`src/rtl/wb_port_scheduler.sv`:
```
// wb_port_scheduler
// Arbitrates the register file's single write port between the pipeline
// writeback stage (always wins) and queued multiply/divide results, which
// drain into idle write slots. Tracks queued destinations for the hazard
// unit and requests a writeback bubble on starvation or a full queue.
module wb_port_scheduler #(
    parameter int DATA_WIDTH = 32,
    parameter int ADDR_WIDTH = 5,
    parameter int DEPTH      = 2,
    parameter int MAX_WAIT   = 4
) (
    input  logic                  clk,
    input  logic                  rst,
    input  logic                  RegWrite_W,
    input  logic [ADDR_WIDTH-1:0] Rd_W,
    input  logic [DATA_WIDTH-1:0] Result_W,
    input  logic                  MD_Valid,
    input  logic [ADDR_WIDTH-1:0] MD_Rd,
    input  logic [DATA_WIDTH-1:0] MD_Result,
    output logic                  MD_Ready,
    input  logic [ADDR_WIDTH-1:0] Rs1_D,
    input  logic [ADDR_WIDTH-1:0] Rs2_D,
    output logic                  Pending_Hit,
    output logic                  Stall_Req,
    output logic                  RF_WE,
    output logic [ADDR_WIDTH-1:0] RF_A3,
    output logic [DATA_WIDTH-1:0] RF_WD
);

    localparam int PTR_W  = (DEPTH > 1) ? $clog2(DEPTH) : 1;
    localparam int CNT_W  = $clog2(DEPTH + 1);
    localparam int WAIT_W = $clog2(MAX_WAIT + 1);

    localparam logic [PTR_W-1:0]  LAST_PTR   = PTR_W'(DEPTH - 1);
    localparam logic [CNT_W-1:0]  DEPTH_C    = CNT_W'(DEPTH);
    localparam logic [WAIT_W-1:0] MAX_WAIT_C = WAIT_W'(MAX_WAIT);

    // Queue storage; entry payload carries no reset, the valid bits gate it.
    logic [ADDR_WIDTH-1:0] rd_q   [DEPTH];
    logic [DATA_WIDTH-1:0] data_q [DEPTH];

    // Control state.
    logic [DEPTH-1:0]  vld_q,    vld_d;
    logic [PTR_W-1:0]  wr_ptr_q, wr_ptr_d;
    logic [PTR_W-1:0]  rd_ptr_q, rd_ptr_d;
    logic [CNT_W-1:0]  count_q,  count_d;
    logic [WAIT_W-1:0] wait_q,   wait_d;
    logic              stall_q,  stall_d;

    // Per-cycle decisions.
    logic pw;
    logic nonempty;
    logic ready;
    logic acc;
    logic push;
    logic pop;
    logic head_vld;
    logic hit;

    // Circular pointer advance, wrapping DEPTH-1 -> 0.
    function automatic logic [PTR_W-1:0] ptr_inc(input logic [PTR_W-1:0] p);
        return (p == LAST_PTR) ? '0 : p + PTR_W'(1);
    endfunction

    // Wait counter advance, holding at MAX_WAIT.
    function automatic logic [WAIT_W-1:0] wait_inc(input logic [WAIT_W-1:0] w);
        return (w >= MAX_WAIT_C) ? w : w + WAIT_W'(1);
    endfunction

    assign pw       = RegWrite_W && (Rd_W != '0);
    assign nonempty = (count_q != '0);
    // Readiness looks only at the registered count: a drain this cycle
    // frees a slot for the next cycle, not this one.
    assign ready    = !rst && (count_q < DEPTH_C);
    assign acc      = MD_Valid && ready;
    // x0 results are acknowledged but dropped.
    assign push     = acc && (MD_Rd != '0);
    // The head leaves whenever the pipeline leaves the port idle; a killed
    // head leaves too, just without a write.
    assign pop      = !rst && !pw && nonempty;
    assign head_vld = vld_q[rd_ptr_q];

    assign MD_Ready  = ready;
    assign Stall_Req = stall_q;

    // Write-port mux: pipeline first, then a live queue head, else idle.
    always_comb begin
        RF_WE = 1'b0;
        RF_A3 = '0;
        RF_WD = '0;
        if (!rst) begin
            if (pw) begin
                RF_WE = 1'b1;
                RF_A3 = Rd_W;
                RF_WD = Result_W;
            end else if (nonempty && head_vld) begin
                RF_WE = 1'b1;
                RF_A3 = rd_q[rd_ptr_q];
                RF_WD = data_q[rd_ptr_q];
            end
        end
    end

    // Source match against live queued destinations (not this cycle's accept).
    always_comb begin
        hit = 1'b0;
        for (int i = 0; i < DEPTH; i++) begin
            if (vld_q[i] && (rd_q[i] != '0) &&
                ((rd_q[i] == Rs1_D) || (rd_q[i] == Rs2_D))) begin
                hit = 1'b1;
            end
        end
        Pending_Hit = hit && !rst;
    end

    // Next-state for queue control, wait counter and stall request.
    always_comb begin
        vld_d    = vld_q;
        wr_ptr_d = wr_ptr_q;
        rd_ptr_d = rd_ptr_q;
        count_d  = count_q;
        wait_d   = wait_q;

        // A younger pipeline write to the same register makes queued data stale.
        if (pw) begin
            for (int i = 0; i < DEPTH; i++) begin
                if (vld_q[i] && (rd_q[i] == Rd_W)) begin
                    vld_d[i] = 1'b0;
                end
            end
        end

        if (pop) begin
            vld_d[rd_ptr_q] = 1'b0;
            rd_ptr_d        = ptr_inc(rd_ptr_q);
        end

        // Push lands in a slot distinct from a popping head: a push with a
        // pop requires count < DEPTH and count > 0.
        if (push) begin
            vld_d[wr_ptr_q] = 1'b1;
            wr_ptr_d        = ptr_inc(wr_ptr_q);
        end

        case ({push, pop})
            2'b10:   count_d = count_q + CNT_W'(1);
            2'b01:   count_d = count_q - CNT_W'(1);
            default: count_d = count_q;
        endcase

        // Only a pipeline write can block a non-empty queue; otherwise it pops.
        if (!nonempty || !pw) begin
            wait_d = '0;
        end else begin
            wait_d = wait_inc(wait_q);
        end

        stall_d = (wait_d >= MAX_WAIT_C) || (count_d == DEPTH_C);
    end

    // Control registers with synchronous reset.
    always_ff @(posedge clk) begin
        if (rst) begin
            vld_q    <= '0;
            wr_ptr_q <= '0;
            rd_ptr_q <= '0;
            count_q  <= '0;
            wait_q   <= '0;
            stall_q  <= 1'b0;
        end else begin
            vld_q    <= vld_d;
            wr_ptr_q <= wr_ptr_d;
            rd_ptr_q <= rd_ptr_d;
            count_q  <= count_d;
            wait_q   <= wait_d;
            stall_q  <= stall_d;
        end
    end

    // Entry payload capture on accept.
    always_ff @(posedge clk) begin
        if (push) begin
            rd_q[wr_ptr_q]   <= MD_Rd;
            data_q[wr_ptr_q] <= MD_Result;
        end
    end

endmodule

```
`config.mk`:
```
export PLATFORM = sky130hd
export DESIGN_NAME = wb_port_scheduler
export DESIGN_NICKNAME = d
export VERILOG_FILES = /design/src/rtl/wb_port_scheduler.sv
export SDC_FILE = /design/constraint.sdc
export NUM_CORES = 1
export LEC_CHECK = 0
export ABC_AREA = 1
export BUFFER_PORTS_ARGS = -buffer_cell sky130_fd_sc_hd__buf_2
export CORE_MARGIN = 2
export CORE_UTILIZATION = 47
export DETAILED_ROUTE_END_ITERATION = 6
export PLACE_DENSITY = 0.73
export SLEW_MARGIN = 20
export SYNTH_ARGS = -nofsm -noshare
export SYNTH_HDL_FRONTEND = slang
export SYNTH_SLANG_ARGS = --single-unit
```
`constraint.sdc`:
```
create_clock -name clk -period 2.75 [get_ports clk]
set_input_delay 0.55 -clock clk [delete_from_list [all_inputs] [get_ports clk]]
set_output_delay 0.55 -clock clk [all_outputs]
set_load 0.01 [all_outputs]
```
[After elaboration in Yosys (flattened, before gate mapping)]
Memory sizes are Yosys's and may differ from the RTL's. A register that Yosys moved wholly into a read port is not among the register bits.
Cells that the tools add are included.
Storage, ports and cells
  bits in registers: 10
  memory bits (writable): 74
  input port bits: 88
  output and inout bits: 41
  logic and storage cells: 93
  memories: 2
Memory list
  data_q: words 2, bits a word 32, read ports 1, clocked after Yosys merged registers in 1, write ports 1, RTL line 40  | logic [DATA_WIDTH-1:0] data_q [DEPTH];
  rd_q: words 2, bits a word 5, read ports 3, clocked after Yosys merged registers in 1, write ports 1, RTL line 39  | logic [ADDR_WIDTH-1:0] rd_q [DEPTH];
Cells by class
  $add $sub $neg: 5
  $lt $le $gt $ge: 7
  equality and inequality tests: 9
  mux-type cells: 33
  bitwise gates (word level): 3
  reductions and logical operators: 28
Operators with widths (count)
  $mux W32: 3
  $eq A5 B5 Y1: 6
  $reduce_bool A5 Y1: 4
  $mux W1: 19
  $logic_and A1 B1 Y1: 16
  $mux W5: 3
  $ge A3 B3 Y1 const B: 2
  $mux W2: 3
  $mux W3: 2
  $eq A2 B2 Y1 const B: 2
  $logic_or A1 B1 Y1: 4
  $lt A1 B2 Y1 const B: 2
  $pmux W2 S2: 1
  $add A3 B1 Y3 const B: 1
  $logic_not A1 Y1: 3
  $add A1 B1 Y1 const B: 2
  $add A2 B1 Y2 const B: 1
  $and A2 B2 Y2: 1
  $demux W1 S1: 2
  $eq A2 B1 Y1 const B: 1
  $ge A1 B1 Y1 const B: 2
  $lt A2 B2 Y1 const B: 1
  $not A2 Y2: 1
  $or A2 B2 Y2: 1
  2 further kinds: 2

[Depth between registers and ports, before layout]
  depth in word-level cells: 9
  depth in mapped cells: 14
  mapped depth without buffers: 13

[Least setup slack after synthesis]
OpenSTA, ideal clock, no wires.
  kind: in2reg
  start: input rst
  end: memory data_q[1][0] (enable)
  library setup time: 0.433 ns
  arrival time: 2.540 ns
  data required time: 2.317 ns
  path slack: -0.223 ns
  stages: 3
  path buffers: 0
  cells stage by stage: nor2_1 nand3_1 nor2_1
Between the ends
  word-level cells in the longest chain between the ends: 6
Ends and longest elaborated chain
  start, declared: RTL line 13  | input logic rst,
  $logic_not A1 Y1: RTL line 74  | assign ready = !rst && (count_q < DEPTH_C);
  $logic_and A1 B1 Y1: RTL line 74
  $logic_and A1 B1 Y1: RTL line 75  | assign acc = MD_Valid && ready;
  $logic_and A1 B1 Y1: RTL line 77  | assign push = acc && (MD_Rd != '0);
  $mux W1: RTL line 182  | if (push) begin
  $mux W1 (not written as such): RTL line 184  | data_q[wr_ptr_q] <= MD_Result;
  end, declared: RTL line 40
No other way between the ends.

[Final worst setup path]
  start: register vld_q[0]
  end: output RF_WD[16]
Between the ends
  word-level cells in the longest chain between the ends: 6
Ends and longest elaborated chain
  start, declared: RTL line 43  | logic [DEPTH-1:0] vld_q, vld_d;
  start signal, assigned: RTL line 171  | vld_q <= vld_d;
  $mux W1 (not written as such) (2 in series): RTL line 81  | assign head_vld = vld_q[rd_ptr_q];
  $logic_and A1 B1 Y1: RTL line 96  | end else if (nonempty && head_vld) begin
  $mux W32: RTL line 96
  $mux W32: RTL line 92  | if (pw) begin
  $mux W32: RTL line 91  | if (!rst) begin
  end, declared: RTL line 27  | output logic [DATA_WIDTH-1:0] RF_WD
No other way between the ends. The select of a mux whose other input is x is not followed.

==> impl_metrics.csv <==
group,metric,value,unit
setup_path,path_class,"reg2out",
global_routing,antenna_found_initial,0,
clock_tree,clk_pin_slew,0.09,ns
synth,synthArstFlopShare,0,%
min_path,min_from,"MD_Result[23]",
min_path,worstHoldPathType,"in2reg",
sta,drv_slew,0,
setup_path,critPathCaptureType,"output pin",
clock_tree,cts_made_buffers,9,
pwr,ir_drop,307,uV
cells_and_area,syn2layout_area_growth,22.3,%
sta,setup_viol,0,
die,ios,129,
detailed_routing,drtAntennaViolNets,0,
placement,dp_hpwl,7230,um
setup_path,reg2reg_to,"Stall_Req$_SDFF_PP0_",
pwr,leakagePower,2.28,nW
placement,portBuffers,128,
synth,syn-instance-count,431,
sta,fin_tns_setup,0,ns
setup_path,crit_required,2.20,ns
clock_tree,insertion_delay,0.35,ns
synth,synth-edff-count,74,
cells_and_area,design_area,5340,um2
synth,yosysTopAreaCellShare,50.9,%
detailed_routing,drt_drc_violations_left,0,
min_path,holdPathEnd,"data_q[0][23]$_DFFE_PP_",
synth,synth_ff_type,"edfxtp_1",
placement,gp_congestion,0.869,
run_status,status,"finished clean",
die,die_w,100,um
cells_and_area,nFillCells,788,
synth,syn-mean-instance-area,10.1,um2
clock_tree,cts_setup_buffers,0,
global_routing,gr-total-overflow,0,
setup_path,slowest_delay,0.41,ns
min_path,min_path_cells,1,
clock_tree,cts_tree,"yes",
detailed_routing,wl_per_cell,14.6,um
clock_tree,cts_hold_buf,0,
setup_path,reg2reg_from,"count_q[0]$_SDFF_PP0_",
setup_path,start_kind,"register",
setup_path,slowest_stage,"dfxtp_1",
cells_and_area,antenna_cells,0,
detailed_routing,wl,9830,um
global_routing,grt_usage,20.0,%
global_routing,grt_pass1_wl,15700,um
die,die-area,10100,um2
synth,ys_types,29,
clock_tree,root_buffer,"clkbuf_8",
setup_path,cp_max_fo,27,
setup_path,rrSetupSlack,0.73,ns
sta,fmax,0.403,GHz
synth,synth_area_leaders,"edfxtp_1 51%, nand2_1 8.7%, mux2_2 8.3%",
sta,skew,0.0104,ns
cells_and_area,nNetsFinal,649,
setup_path,crit_buf_inv,3,
setup_path,crit_path_frequent_cell,"nand2_1",
cells_and_area,finish.utilization,58.6,%
setup_path,critPathArrivalTime,1.93,ns
die,core-area,9110,um2
die,rows,35,
placement,dpl_cell_area,5110,um2
flow_run,cap_violations,0,
sta,fin_crit_sh,90.2,%
synth,ys_warn_count,0,
clock_tree,cts_buffer_depth,2,
clock_tree,cts_sinks,85,
synth,synth-seq-cells,85,
pwr,power_density,536,nW/um2
sta,slew-limit-headroom,75.0,%
clock_tree,cts_resized,0,
synth,syn_nets,522,
sta,final_hold_viol_count,0,
sta,rsz0062_at_grt,"no",
detailed_routing,routed_via_density,5.11,
setup_path,reg2reg_depth,12,
synth,netlist_top_cells_count,"101 x nand2_1, 74 x edfxtp_1, 43 x a21oi_1",
detailed_routing,first_pass_iters,4,
synth,ys_seq_area_share,56.0,%
detailed_routing,num_vias,3443,
global_routing,grt_max_degree,33,
sta,min_period,2.48,ns
setup_path,cpLargestDelayFamily,"buffers and inverters",
synth,yosysMostFrequentCell,"nand2_1",
synth,syn_area,4360,um2
setup_path,crit_chain,"nand2_1, nand2_1, o21ai_2, inv_2, buf_4, nand3_1, a21oi_1, buf_2",
global_routing,grt_pass1_vias,3437,
die,fp.dieH,100,um
cells_and_area,drive_gt1_share,36.1,%
clock_tree,htree_levels,3,
detailed_routing,drt-initial-drc-count,176,
sta,worstMarginPinSlew,0.375,ns
die,initial_core_util,47.9,%
synth,yosys.area.top_type,"edfxtp_1",
==> layout by cell type, fill, tap and decap left out, types with 2 or more instances in the layout <==
master     instances
inv_6              2
o21ai_0            6
o2111ai_1          3
nor2_1            26
edfxtp_1          74
xor2_1             9
xnor2_1            8
mux2_2            32
nand2_1          101
nand3_2            4
buf_12             3
a21oi_1           43
buf_4              7
dfxtp_1           10
inv_2              5
bufinv_16          2
clkbuf_8           9
nand3_1           41
a21oi_2            3
buf_2            128
inv_1             31
ha_1               3
==> worst register-to-register path: cells and delay by family (launching register included) <==
family                   cells  cell delay, ns
AO/OA/AOI/OAI                4            0.66
adder cells (fa/ha/maj)      1            0.26
buffers and inverters        2            0.12
flip-flops                   1            0.45
AND/OR/NAND/NOR              5            0.47
==> worst max path at each step <==
stage	from	to	slack [ns]	cells after the start
floorplan	rst	data_q[1][0]$_DFFE_PP_	0.39	3
global placement	Rd_W[4]	RF_WD[21]	0.42	8
detailed placement	rst	Stall_Req$_SDFF_PP0_	0.40	11
CTS	vld_q[0]$_SDFF_PP0_	RF_WD[16]	0.26	8
global route	rd_ptr_q$_SDFFE_PP0P_	RF_WD[30]	0.09	8
finish	vld_q[0]$_SDFF_PP0_	RF_WD[16]	0.27	8
==> per-stage QoR <==
stage	cells	power, mW	worst slack [ns]	hold slack, ns
finish	674	2.86	0.269	0.376
global route	674	2.98	0.0940	0.365
CTS	674	2.87	0.261	0.369
detailed placement	658	1.93	0.402	0.485
global placement	658	1.92	0.425	0.452
floorplan	431	1.77	0.393	0.445
==> per-layer routing <==
metal / up-vias / GRT usage [%] / part of all wire, %
met5: - / 0 / 0
met4: 0 / 7.69 / 1.5
met3: 11 / 5.08 / 6.8
met2: 108 / 35.1 / 50
met1: 1597 / 23.7 / 42
li1: 1727 / - / -
==> cell type report <==
class	instances	area, um2	share of cell area, %
clock buffers	9	124	2.32
multi-input cells	288	1640	30.8
flip-flops and latches	85	2440	45.8
inverters	36	135	2.53
clock inverters	7	97.6	1.83
repair buffers	138	753	14.1
well taps	111	139	2.60
==> state kept, by name, summed over array words and instances, names as in the netlist, named ones only <==
name / cells
wait_q: 3
data_q: 64
count_q: 2
rd_q: 10
rd_ptr_q: 1
vld_q: 2
wr_ptr_q: 1
Stall_Req: 1
==> power by group <==
part           internal [mW]  switching [mW]  total (mW)
Combinational          0.179           0.229       0.409
Clock                  0.516           0.443       0.959
Sequential              1.46          0.0313        1.49
Total                   2.16           0.704        2.86
==> cell families after synthesis <==
group | share of synthesized area, %
buf+inv | 6.54
mux | 8.26
xor+xnor | 3.41
fa+ha+maj | 0.860
flops | 56.0
compound gates | 7.66
simple gates | 17.3
Note: power is estimated with default switching activity, not from simulation.
